[src/rtl/encrypt_pkg.sv]
// Shared widths, types and helpers for the encrypt output path.
package encrypt_pkg;

   localparam int BYTE_W = 8;
   localparam int WORD_W = 32;
   localparam int LANES  = 4;
   localparam int LANE_W = $clog2(LANES);
   // Accumulator covers every lane except the last, which completes the word directly.
   localparam int ACC_W  = (LANES - 1) * BYTE_W;
   // One FIFO entry carries the keep flags above the data word.
   localparam int ENTRY_W = WORD_W + LANES;

   typedef logic [WORD_W-1:0] word_t;
   typedef logic [LANES-1:0]  keep_t;

   // Keep mask with the lowest 'lanes' bits set.
   function automatic keep_t keep_mask(input logic [LANE_W:0] lanes);
      logic [LANES:0] mask;
      mask = ({{LANES{1'b0}}, 1'b1} << lanes) - {{LANES{1'b0}}, 1'b1};
      return mask[LANES-1:0];
   endfunction

endpackage

[src/rtl/sync_word_fifo.sv]
// Show-ahead FIFO of packed words with keep flags. The head entry is always
// presented on head_data; an empty FIFO presents zero.
import encrypt_pkg::*;

module sync_word_fifo #(
   parameter  int DEPTH = 4,
   localparam int LW    = $clog2(DEPTH) + 1
) (
   input  logic               clk,
   input  logic               rst,
   input  logic               push,
   input  logic [ENTRY_W-1:0] push_data,
   input  logic               pop,
   output logic [ENTRY_W-1:0] head_data,
   output logic               full,
   output logic               empty,
   output logic [LW-1:0]      level
);

   logic [ENTRY_W-1:0] mem [DEPTH];
   logic [LW-1:0]      wr_ptr_reg;
   logic [LW-1:0]      rd_ptr_reg;
   logic               do_pop;
   logic               do_push;

   // Pointers carry one extra wrap bit so full and empty are distinguishable.
   assign level  = wr_ptr_reg - rd_ptr_reg;
   assign empty  = (level == '0);
   assign full   = (level == LW'(DEPTH));
   assign do_pop = pop && !empty;
   // A pop on the same edge frees the slot a full-FIFO push needs.
   assign do_push = push && (!full || do_pop);

   assign head_data = empty ? '0 : mem[rd_ptr_reg[LW-2:0]];

   // Storage write; contents need no reset because empty masks the head.
   always_ff @(posedge clk) begin
      if (do_push) begin
         mem[wr_ptr_reg[LW-2:0]] <= push_data;
      end
   end

   // Pointer advance on accepted push and pop.
   always_ff @(posedge clk or negedge rst) begin
      if (!rst) begin
         wr_ptr_reg <= '0;
         rd_ptr_reg <= '0;
      end else begin
         if (do_push) wr_ptr_reg <= wr_ptr_reg + 1'b1;
         if (do_pop)  rd_ptr_reg <= rd_ptr_reg + 1'b1;
      end
   end

endmodule

[src/rtl/encrypt_out_packer.sv]
// Packs the encrypt stage's byte stream little-endian into 32-bit words with
// keep flags and queues them for the output bus. The byte source cannot be
// stalled, so a word arriving at a full FIFO is dropped and flagged.
import encrypt_pkg::*;

module encrypt_out_packer #(
   parameter  int DEPTH = 4,
   localparam int LW    = $clog2(DEPTH) + 1
) (
   input  logic              clk,
   input  logic              rst,
   input  logic [BYTE_W-1:0] byte_in,
   input  logic              byte_valid,
   input  logic              flush,
   output word_t             word_out,
   output keep_t             word_keep,
   output logic              word_valid,
   input  logic              word_ready,
   output logic [LW-1:0]     level,
   output logic              overflow
);

   localparam logic [LANE_W-1:0] LAST_LANE = LANE_W'(LANES - 1);

   logic [LANE_W-1:0]  lane_reg;
   logic [LANE_W-1:0]  lane_next;
   logic [ACC_W-1:0]   acc_reg;
   logic [ACC_W-1:0]   acc_next;
   logic [ACC_W-1:0]   acc_ins;
   logic               overflow_reg;

   logic               push;
   word_t              push_word;
   keep_t              push_keep;
   logic               pop;
   logic               fifo_full;
   logic               fifo_empty;
   logic [ENTRY_W-1:0] head_data;

   // Accumulator with the incoming byte dropped into the current lane.
   genvar gi;
   generate
      for (gi = 0; gi < LANES - 1; gi++) begin : g_lane
         assign acc_ins[gi*BYTE_W +: BYTE_W] =
            (lane_reg == LANE_W'(gi)) ? byte_in : acc_reg[gi*BYTE_W +: BYTE_W];
      end
   endgenerate

   // Byte packing first, then flush of whatever partial word remains.
   always_comb begin
      push      = 1'b0;
      push_word = '0;
      push_keep = '0;
      lane_next = lane_reg;
      acc_next  = acc_reg;
      if (byte_valid) begin
         if (lane_reg == LAST_LANE) begin
            push      = 1'b1;
            push_word = {byte_in, acc_reg};
            push_keep = '1;
            lane_next = '0;
            acc_next  = '0;
         end else begin
            acc_next  = acc_ins;
            lane_next = lane_reg + 1'b1;
         end
      end
      // A byte that just completed a word leaves lane_next at 0, so the flush is a no-op.
      if (flush && (lane_next != '0)) begin
         push      = 1'b1;
         push_word = {{BYTE_W{1'b0}}, acc_next};
         push_keep = keep_mask({1'b0, lane_next});
         lane_next = '0;
         acc_next  = '0;
      end
   end

   // Packer state and sticky overflow flag.
   always_ff @(posedge clk or negedge rst) begin
      if (!rst) begin
         lane_reg     <= '0;
         acc_reg      <= '0;
         overflow_reg <= 1'b0;
      end else begin
         lane_reg <= lane_next;
         acc_reg  <= acc_next;
         if (push && fifo_full && !pop) begin
            overflow_reg <= 1'b1;
         end
      end
   end

   assign pop = word_valid && word_ready;

   sync_word_fifo #(
      .DEPTH (DEPTH)
   ) u_fifo (
      .clk       (clk),
      .rst       (rst),
      .push      (push),
      .push_data ({push_keep, push_word}),
      .pop       (pop),
      .head_data (head_data),
      .full      (fifo_full),
      .empty     (fifo_empty),
      .level     (level)
   );

   assign word_out   = head_data[WORD_W-1:0];
   assign word_keep  = head_data[ENTRY_W-1:WORD_W];
   assign word_valid = !fifo_empty;
   assign overflow   = overflow_reg;

endmodule

[config.mk]
export PLATFORM = sky130hd
export DESIGN_NAME = encrypt_out_packer
export DESIGN_NICKNAME = d
export VERILOG_FILES = /design/src/rtl/encrypt_pkg.sv /design/src/rtl/sync_word_fifo.sv /design/src/rtl/encrypt_out_packer.sv
export SDC_FILE = /design/constraint.sdc
export NUM_CORES = 1
export LEC_CHECK = 0
export ABC_AREA = 1
export BUFFER_PORTS_ARGS = -buffer_cell sky130_fd_sc_hd__buf_2
export CAP_MARGIN = 20
export CORE_MARGIN = 5
export CORE_UTILIZATION = 60
export CTS_CLUSTER_DIAMETER = 150
export CTS_CLUSTER_SIZE = 30
export DETAILED_ROUTE_END_ITERATION = 10
export PLACE_DENSITY = 0.77
export SLEW_MARGIN = 20
export SYNTH_ARGS = -nofsm -noshare
export SYNTH_HDL_FRONTEND = slang
export SYNTH_SLANG_ARGS = --single-unit
[constraint.sdc]
create_clock -name clk -period 3.9 [get_ports clk]
set_input_delay 0.585 -clock clk [delete_from_list [all_inputs] [get_ports clk]]
set_output_delay 0.585 -clock clk [all_outputs]
set_load 0.05 [all_outputs]
==> metrics.md <==
| Metric | Value |
|---|---|
| Xor and xnor area share after synthesis | `0.00223` |
| Start-to-end type of the worst setup path | `register to output port` |
| Reg clk slew, reported paths | `60 ps` |
| Root buf cell | `clkbuf_16` |
| CTS Buffer Depth | `2` |
| Critical path arrival | `2660 ps` |
| Initial core utilization | `0.618` |
| Compound-Gate Fraction of Synth Area | `0.104` |
| Startpoint Class | `register` |
| Worst Path Max Fanout | `41` |
| Period minus WS final | `3250 ps` |
| Synthesized flop and latch total | `177` |
| TNS Setup | `0 ps` |
| Placed cell area | `8230 um2` |
| Commonest non-fill, non-tap cell in the layout | `nor2_1` |
| Post-CTS Setup Bufs | `0` |
| Hold-fix buffer count after cts | `0` |
| Max FFs per register | `144` |
| DIE AREA | `15500 um2` |
| Async set or reset register ratio after synthesis | `0.186` |
| Post-route design area | `8780 um2` |
| Slew Limit Fails | `0` |
| Post-cts sizing count | `0` |
| # fillers | `965` |
| Worst hold path class | `input port to async pin` |
| Die width | `124 um` |
| Drt first pass iters | `5` |
| EDFF count, synth | `144` |
| Worst slew pin tran | `751 ps` |
| Row count | `41` |
| Gr ovfl total | `0` |
| Ys flop type | `edfxtp_1` |
| Post-synthesis adder-cell area fraction | `0.0185` |
| CTS tree | `built` |
| CTS Sinks | `177` |
| Sequential-to-total area share from yosys stat | `0.655` |
| Final ANT Viol Nets | `0` |
| Max_cap viols | `0` |
| Cts bufs inserted | `17` |
| Starting DRT DRC Count | `543` |
| Initial antenna violation count | `0` |
| Nets@finish | `811` |
| IO buf count | `53` |
| RSZ-0062 raised after global routing | `false` |
| # setup viols final | `0` |
| Vias | `5392` |
| Dpl ws | `837 ps` |
| Most frequent cells in the layout | `nor2_1 (148), edfxtp_1 (144), nand2_1 (105)` |
| Final worst-path cycle share | `0.832` |
| Area of the core | `12700 um2` |
| Final WL | `16300 um` |
| Total of warnings raised by yosys | `0` |
| Gp weighted congestion | `0.801` |
| Vias in the first global route | `5354` |
| Multiplexer share of the synthesized area | `0` |
| P&R area growth vs syn | `11.6%` |
| Simple-gate share of the synthesized area | `0.157` |
| DR vias/cell | `5.55` |
| Ant diodes | `0` |
| Global-route wire length before repair | `26800 um` |
| Syn_nets | `771` |
| Final core utilization | `0.690` |
| Largest family of logic cells by synthesized area | `simple AND/OR/NAND/NOR gates` |
| Largest net degree at the start of global routing | `75` |
| Count of different cell masters after synthesis | `25` |
| CTS H-Tree Depth | `4` |
| Post-Syn Area | `7860 um2` |
| IO Pins | `54` |
| Avg WL per Cell | `16.8 um` |
| Avg Cell Area, Syn | `10.5 um2` |
| Clock latency at the later pin of the worst-skew pair | `430 ps` |
| Setup crit end kind | `output port` |
| DP HPWL | `10000 um` |
| Slew headroom | `0.499` |
| Final setup margin | `654 ps` |
| GR Util All Layers | `0.217` |
| Vert. Die Dim | `124 um` |
| Cells after Synth | `747` |
| Layout cells sized above 1 | `0.156` |
| Final clock skew | `6.20 ps` |
| Remaining DRCs | `0` |
| Fmax | `308 MHz` |
| Status | `completed` |
| CP required | `3310 ps` |
| Hold Vio Cnt, Final | `0` |
[worst max-delay path: stages, from the launching register on]
cell and delay [ps]:
dfrtp_1 400, inv_1 110, ha_1 210, fa_1 450
nand2_1 110, inv_1 40, nand2_1 60, buf_4 400
nand2_1 130, inv_1 60, buf_2 250
[cell families (layout without fill, tap and decap cells)]
family                   after synthesis  after routing
AND/OR/NAND/NOR                      299            299
flip-flops                           177            177
AO/OA/AOI/OAI                        147            147
buffers and inverters                111            164
adder cells (fa/ha/maj)               11             11
XOR/XNOR                               2              2
[Yosys cell counts, types with 13 or more instances]
cell type | count | area [um2]
nor2_1 | 152 | 571
nand2_1 | 105 | 394
nand3_1 | 18 | 90.1
edfxtp_1 | 144 | 4320
o21ai_0 | 99 | 495
dfrtp_1 | 33 | 826
inv_1 | 65 | 244
buf_2 | 15 | 75.1
clkbuf_1 | 13 | 48.8
o211ai_1 | 19 | 143
o21ai_1 | 19 | 95.1
[cell type report]
| cell class | count | area, um2 | area share |
|---|---|---|---|
| clock buffers | 19 | 433 | 0.0493 |
| clock inverters | 13 | 115 | 0.0131 |
| inverters | 69 | 259 | 0.0295 |
| multi-input cells | 459 | 2250 | 0.256 |
| flip-flops and latches | 177 | 5150 | 0.587 |
| well taps | 172 | 215 | 0.0245 |
| repair buffers | 63 | 353 | 0.0402 |
[stage by stage]
step	hold WS (ps)	std cells
after global placement	447	940
after CTS	237	972
after floorplan	289	747
after global routing	289	972
final	228	972
after detailed placement	460	940
[path summary, 6_finish.rpt]
check                                          start  depth (start not counted)                   end  slack, ps
worst max-delay path            u_fifo.wr_ptr_reg[0]                         10          word_out[12]        650
worst min-delay path                             rst                          1           acc_reg[16]        230
worst max register to register           lane_reg[0]                         11     u_fifo.mem[3][14]        830
worst min register to register              overflow                          2              overflow        480
max in group asynchronous                        rst                          1  u_fifo.rd_ptr_reg[0]       3150
min in group clk                               flush                          2           lane_reg[0]        360
[routing by layer]
layer,track usage,share of wire,up-vias
met5,0,0,-
met4,0.0709,0.017,0
met3,0.0562,0.069,26
met2,0.349,0.49,195
met1,0.290,0.43,2575
li1,-,-,2596
Power is not shown: default switching activity piles up to over one toggle a cycle in this logic, so the estimate is an artifact.
